`src/rtl/fifo_sr_writer_if.sv`:
```
// Purpose: bundle of the producer handshake, FIFO write port, FIFO read-release
//          vector and status signals seen by fifo_sr_writer.
// Signals:
//   in_valid   [FLUX]            producer valid, one bit per flux
//   in_data    [FLUX*DATA_WIDTH] producer payloads, flux f at [f*DATA_WIDTH +: DATA_WIDTH]
//   in_ready   [FLUX]            producer ready, one bit per flux
//   full       [1]               shared FIFO full
//   write      [1]               shared FIFO write strobe
//   din        [WIDTH]           shared FIFO write data, {tag, data}
//   rd_release [FLUX]            one-hot FIFO read vector (word of flux f leaves)
//   occ        [FLUX*CNT_WIDTH]  per-flux outstanding word count
//   err        [1]               sticky protocol error
interface fifo_sr_writer_if #(
    parameter int unsigned DATA_WIDTH   = 8,
    parameter int unsigned FLUX         = 2,
    parameter int unsigned MAX_PER_FLUX = 3
);
    localparam int unsigned TAG_WIDTH = $clog2(FLUX);
    localparam int unsigned WIDTH     = DATA_WIDTH + TAG_WIDTH;
    localparam int unsigned CNT_WIDTH = $clog2(MAX_PER_FLUX + 1);

    logic [FLUX-1:0]            in_valid;
    logic [FLUX*DATA_WIDTH-1:0] in_data;
    logic [FLUX-1:0]            in_ready;
    logic                       full;
    logic                       write;
    logic [WIDTH-1:0]           din;
    logic [FLUX-1:0]            rd_release;
    logic [FLUX*CNT_WIDTH-1:0]  occ;
    logic                       err;

    // Environment side: producers plus the shared FIFO.
    modport master (
        output in_valid, in_data, full, rd_release,
        input  in_ready, write, din, occ, err
    );

    // Writer side.
    modport slave (
        input  in_valid, in_data, full, rd_release,
        output in_ready, write, din, occ, err
    );
endinterface

```
`src/rtl/fifo_sr_writer.sv`:
```
// Purpose: write-side front end of the shared-memory multi-flux FIFO. Holds one
//          word per flux, round-robin arbitrates among fluxes that are below
//          their occupancy cap, and writes {tag, data} into the shared FIFO.
//          Per-flux occupancy is tracked from the FIFO's one-hot read vector.
// Ports:
//   clk  clock
//   rst  synchronous active-high reset (reset the FIFO in the same cycle)
//   bus  fifo_sr_writer_if.slave: producer handshake, FIFO write port,
//        read-release vector, occupancy and sticky error
module fifo_sr_writer #(
    parameter int unsigned DATA_WIDTH   = 8,
    parameter int unsigned DEPTH        = 4,
    parameter int unsigned FLUX         = 2,
    parameter int unsigned MAX_PER_FLUX = 3
) (
    input  logic            clk,
    input  logic            rst,
    fifo_sr_writer_if.slave bus
);
    localparam int unsigned TAG_WIDTH = $clog2(FLUX);
    localparam int unsigned CNT_WIDTH = $clog2(MAX_PER_FLUX + 1);

    if (FLUX < 2 || MAX_PER_FLUX < 1 || MAX_PER_FLUX > DEPTH) begin : g_param_chk
        $error("fifo_sr_writer: need FLUX>=2 and 1<=MAX_PER_FLUX<=DEPTH");
    end

    logic                  r_hold_valid [FLUX];
    logic [DATA_WIDTH-1:0] r_hold_data  [FLUX];
    logic [CNT_WIDTH-1:0]  r_cnt        [FLUX];
    logic [TAG_WIDTH-1:0]  r_last_grant;
    logic                  r_err;

    logic [FLUX-1:0]       w_elig;
    logic [FLUX-1:0]       w_inc;
    logic [FLUX-1:0]       w_underflow;
    logic                  w_multi;
    logic                  w_grant_vld;
    logic [TAG_WIDTH-1:0]  w_grant;
    logic [TAG_WIDTH-1:0]  w_idx;

    // Round-robin search starting after the last granted flux; the modulo keeps
    // the index inside 0..FLUX-1 for non-power-of-two FLUX.
    always_comb begin
        w_grant_vld = 1'b0;
        w_grant     = '0;
        w_idx       = '0;
        if (!rst && !bus.full) begin
            for (int unsigned k = 1; k <= FLUX; k++) begin
                w_idx = TAG_WIDTH'((32'(r_last_grant) + k) % FLUX);
                if (!w_grant_vld && w_elig[w_idx]) begin
                    w_grant_vld = 1'b1;
                    w_grant     = w_idx;
                end
            end
        end
    end

    assign bus.write = w_grant_vld;
    assign bus.din   = w_grant_vld ? {w_grant, r_hold_data[w_grant]} : '0;
    assign bus.err   = r_err;

    // More than one release bit set in a cycle.
    assign w_multi = (bus.rd_release & (bus.rd_release - FLUX'(1))) != '0;

    for (genvar gi = 0; gi < FLUX; gi++) begin : g_flux
        localparam logic [TAG_WIDTH-1:0] IDX = TAG_WIDTH'(gi);

        assign w_elig[gi]      = r_hold_valid[gi] && (r_cnt[gi] < CNT_WIDTH'(MAX_PER_FLUX));
        assign w_inc[gi]       = w_grant_vld && (w_grant == IDX);
        // A release with nothing outstanding is only legal if the same word is
        // being written this cycle (net zero).
        assign w_underflow[gi] = bus.rd_release[gi] && !w_inc[gi] && (r_cnt[gi] == '0);
        // Granted flux may refill in the same cycle for full throughput.
        assign bus.in_ready[gi] = !rst && (!r_hold_valid[gi] || w_inc[gi]);
        assign bus.occ[gi*CNT_WIDTH +: CNT_WIDTH] = r_cnt[gi];

        // Per-flux holding register and outstanding counter.
        always_ff @(posedge clk) begin
            if (rst) begin
                r_hold_valid[gi] <= 1'b0;
                r_cnt[gi]        <= '0;
            end else begin
                if (bus.in_valid[gi] && bus.in_ready[gi]) begin
                    r_hold_valid[gi] <= 1'b1;
                    r_hold_data[gi]  <= bus.in_data[gi*DATA_WIDTH +: DATA_WIDTH];
                end else if (w_inc[gi]) begin
                    r_hold_valid[gi] <= 1'b0;
                end
                if (w_inc[gi] && !bus.rd_release[gi]) begin
                    r_cnt[gi] <= r_cnt[gi] + CNT_WIDTH'(1);
                end else if (bus.rd_release[gi] && !w_inc[gi] && (r_cnt[gi] != '0)) begin
                    r_cnt[gi] <= r_cnt[gi] - CNT_WIDTH'(1);
                end
            end
        end
    end

    // Arbitration pointer and sticky error; FLUX-1 at reset gives flux 0 first turn.
    always_ff @(posedge clk) begin
        if (rst) begin
            r_last_grant <= TAG_WIDTH'(FLUX - 1);
            r_err        <= 1'b0;
        end else begin
            if (w_grant_vld) begin
                r_last_grant <= w_grant;
            end
            if ((|w_underflow) || w_multi) begin
                r_err <= 1'b1;
            end
        end
    end
endmodule

```
`src/flat_wrapper.sv`:
```
// flat-port wrapper written by rule: the top's interface ports become plain ports
module fifo_sr_writer_flat 
#(
    parameter int unsigned DATA_WIDTH   = 8,
    parameter int unsigned DEPTH        = 4,
    parameter int unsigned FLUX         = 2,
    parameter int unsigned MAX_PER_FLUX = 3
)
  (clk, rst, bus_in_valid, bus_in_data, bus_full, bus_rd_release, bus_in_ready, bus_write, bus_din, bus_occ, bus_err);
  fifo_sr_writer_if #(.DATA_WIDTH(DATA_WIDTH), .FLUX(FLUX), .MAX_PER_FLUX(MAX_PER_FLUX)) bus_i ();
  input  logic clk;
  input  logic rst;
  input wire logic [$bits(bus_i.in_valid)-1:0] bus_in_valid;
  input wire logic [$bits(bus_i.in_data)-1:0] bus_in_data;
  input wire logic [$bits(bus_i.full)-1:0] bus_full;
  input wire logic [$bits(bus_i.rd_release)-1:0] bus_rd_release;
  output wire logic [$bits(bus_i.in_ready)-1:0] bus_in_ready;
  output wire logic [$bits(bus_i.write)-1:0] bus_write;
  output wire logic [$bits(bus_i.din)-1:0] bus_din;
  output wire logic [$bits(bus_i.occ)-1:0] bus_occ;
  output wire logic [$bits(bus_i.err)-1:0] bus_err;
  assign bus_i.in_valid = bus_in_valid;
  assign bus_i.in_data = bus_in_data;
  assign bus_i.full = bus_full;
  assign bus_i.rd_release = bus_rd_release;
  assign bus_in_ready = bus_i.in_ready;
  assign bus_write = bus_i.write;
  assign bus_din = bus_i.din;
  assign bus_occ = bus_i.occ;
  assign bus_err = bus_i.err;
  fifo_sr_writer #(.DATA_WIDTH(DATA_WIDTH), .DEPTH(DEPTH), .FLUX(FLUX), .MAX_PER_FLUX(MAX_PER_FLUX)) u_core (.clk(clk), .rst(rst), .bus(bus_i));
endmodule
```
`config.mk`:
```
export PLATFORM = sky130hd
export DESIGN_NAME = fifo_sr_writer_flat
export DESIGN_NICKNAME = d
export VERILOG_FILES = /design/src/rtl/fifo_sr_writer_if.sv /design/src/rtl/fifo_sr_writer.sv /design/src/flat_wrapper.sv
export SDC_FILE = /design/constraint.sdc
export NUM_CORES = 1
export LEC_CHECK = 0
export BUFFER_PORTS_ARGS = -buffer_cell sky130_fd_sc_hd__buf_2
export CAP_MARGIN = 20
export CORE_ASPECT_RATIO = 0.7
export CORE_MARGIN = 10
export CORE_UTILIZATION = 48
export DETAILED_ROUTE_END_ITERATION = 12
export GPL_TIMING_DRIVEN = 1
export PLACE_DENSITY = 0.87
export SYNTH_ARGS = -nofsm -noshare
export SYNTH_HDL_FRONTEND = slang
export SYNTH_SLANG_ARGS = --single-unit
```
`constraint.sdc`:
```
create_clock -name clk -period 4.08 [get_ports clk]
set_input_delay 0.408 -clock clk [delete_from_list [all_inputs] [get_ports clk]]
set_output_delay 0.408 -clock clk [all_outputs]
set_load 0.1 [all_outputs]
```
==> flow_summary.json <==
{
  "outcome": "finished clean",
  "drtPass1Iterations": 4,
  "peakVddDrop_mv": 0.2433,
  "die-area_sq_um": 4795,
  "clk_pin_slew_ps": 130,
  "final.setup.tns_ps": 0,
  "p_leak_nw": 0.6019,
  "final_core_util_pct": 62.09,
  "synth-seq-area-share_pct": 60.74,
  "async_reset_ff_share_pct": 0,
  "routabilityCongestion": 0.8413,
  "slew_headroom_pct": 66.96,
  "cts_setup_buffers": 0,
  "hold_path.class": "input pin to register",
  "cts_hold_buf": 0,
  "num_rows": 14,
  "finClkSkew_ps": 5.346,
  "initial_utilization_pct": 51.86,
  "clk_latency_ps": 310,
  "critPathCaptureType": "output port",
  "post-route-period-util_pct": 64.85,
  "syn_nets": 114,
  "dieHeight_microns": 61.02,
  "synth_area_sq_um": 1154,
  "cts_sinks": 24,
  "critical_path_peak_fanout": 9,
  "antenna_found_initial": 0,
  "final_common_cell": "buf_2",
  "synth_edf_count": 22,
  "core_area_sq_um": 2225,
  "grt_pass1_wl_mm": 4.057,
  "root_buffer": "clkbuf_4",
  "nNetsFinal": 154,
  "drc": 0,
  "grt_pass1_vias": 869,
  "cts_buffer_depth": 2,
  "syn_inst": 89,
  "area_growth_pct": 19.74,
  "maxCapViolCount": 0,
  "fin_hold_ws_ps": 262.7,
  "drive_gt1_share_pct": 37.50,
  "hold_violations": 0,
  "worstSetupStartpointType": "register",
  "io_pins": 40,
  "avgSynthCellArea_sq_um": 12.96,
  "cp.required_ps": 3670,
  "setup_slack_ps": 1434,
  "fill_cells": 178,
  "viasPerCell": 5.138,
  "numPortBuffers": 39,
  "dp_hpwl_mm": 2.021,
  "numCtsBuffers": 3,
  "arrival_ps": 2240,
  "ys_seq_elements": 24,
  "critical_path_class": "register to output port",
  "wl_per_cell_microns": 15.75,
  "synth_flop_cell": "edfxtp_1",
  "drt_iter0_drc": 50,
  "grt_max_degree": 14,
  "maxSlewViolCount": 0,
  "overflow": 0,
  "grt_use_total_pct": 10.77,
  "max_freq_ghz": 0.3780,
  "h-tree-depth": 1,
  "drt_wl_total_mm": 2.520,
  "mostFrequentLayoutCells": "buf_2 (39), edfxtp_1 (22), a22o_1 (8), inv_1 (7)",
  "die-width_microns": 78.60,
  "cts_tree": "done",
  "period_minus_slack_ps": 2646,
  "postPlaceCellArea_sq_um": 1355,
  "rsz0062_at_grt": "false",
  "final_cell_area_sq_um": 1381,
  "synthDistinctLibCells": 34,
  "pre_cts_ws_ps": 1748,
  "num_antenna_cells": 0,
  "yosysWarningCount": 0,
  "post_cts_resized": 0,
  "regToRegSetupSlack_ps": 2110,
  "power_per_cell_area_nw_per_um2": 415.7,
  "finalSetupViolCount": 0,
  "dr_total_vias": 822,
  "ant_nets": 0,
  "worst_slew_pin_slew_ps": 499.0
}
==> sequential cells by signal (all words and copies together) (netlist names) <==
signal               count
u_core.bus.err           1
u_core.r_cnt             4
u_core.r_hold_data      16
u_core.r_hold_valid      2
u_core.r_last_grant      1
==> worst max-delay path, cell delays in order (launching register included) <==
cell and delay, ps:
edfxtp_1 460, ha_1 240, and2b_1 270, o211a_1 360, a22o_1 180, buf_2 420
==> report_power, final <==
| part | internal [W] | switching [W] | total (W) |
|---|---|---|---|
| registers | 0.000288 | 0.0000137 | 0.000302 |
| clock network | 0.0000358 | 0.0000683 | 0.000104 |
| logic | 0.0000374 | 0.000131 | 0.000169 |
==> cells in the mapped netlist, drive strengths merged (2+ instances only) <==
cell type,count,share of area [%]
a21oi,5,2.5
a22o,8,6.1
a31oi,3,1.6
and2,4,2.2
buf,3,2.6
dfxtp,2,3.5
edfxtp,22,57
ha,2,2.2
inv,7,2.3
nand2,3,0.98
nand2b,3,1.8
nand3,2,0.87
nor2,5,1.8
o21ai,5,2.2
==> per-stage QoR <==
step | total power [W] | std cells
2_1_floorplan | 0.0004442 | 89
3_3_place_gp | 0.0004725 | 156
3_5_place_dp | 0.0004770 | 156
4_1_cts | 0.0005785 | 160
5_1_grt | 0.0006021 | 160
6_report | 0.0005742 | 160
==> final cells by class <==
| type | instances | area [sq um] | area share [%] |
|---|---|---|---|
| clock inverter | 1 | 3.754 | 0.2717 |
| timing repair buffer | 39 | 195.2 | 14.13 |
| clock buffer | 3 | 22.52 | 1.630 |
| multi-input combinational | 54 | 392.9 | 28.44 |
| sequential | 24 | 700.7 | 50.72 |
| tap | 32 | 40.04 | 2.899 |
| inverter | 7 | 26.28 | 1.902 |
==> path summary, 6_finish.rpt <==
path	startpoint	endpoint	depth (start not counted)
setup / recovery	u_core.r_cnt[0][0]$_DFFE_PP_	bus_din[4]	5
hold / removal	bus_in_data[11]	u_core.r_hold_data[1][3]$_DFFE_PP_	1
setup reg to reg	u_core.r_cnt[0][0]$_DFFE_PP_	u_core.r_hold_data[0][6]$_DFFE_PP_	5
hold reg to reg	u_core.bus.err$_SDFFE_PP0P_	u_core.bus.err$_SDFFE_PP0P_	2
==> routing by layer <==
metal  GRT usage, %  wire, microns  vias up  share of wire, %
met5              0              0        -                 0
met4          3.562             27        0               1.1
li1               -              -      413                 -
met1          12.18           1097      374                44
met3          5.523            202        4               8.0
met2          17.64           1192       31                47
==> cell families after synthesis <==
group | synth area share (%)
adder cells (fa/ha/maj) | 2.169
AND/OR/NAND/NOR | 10.96
buffers and inverters | 5.206
flip-flops | 60.74
multiplexers | 0.8677
AO/OA/AOI/OAI | 20.07
Power figures use the tool's default switching activity.
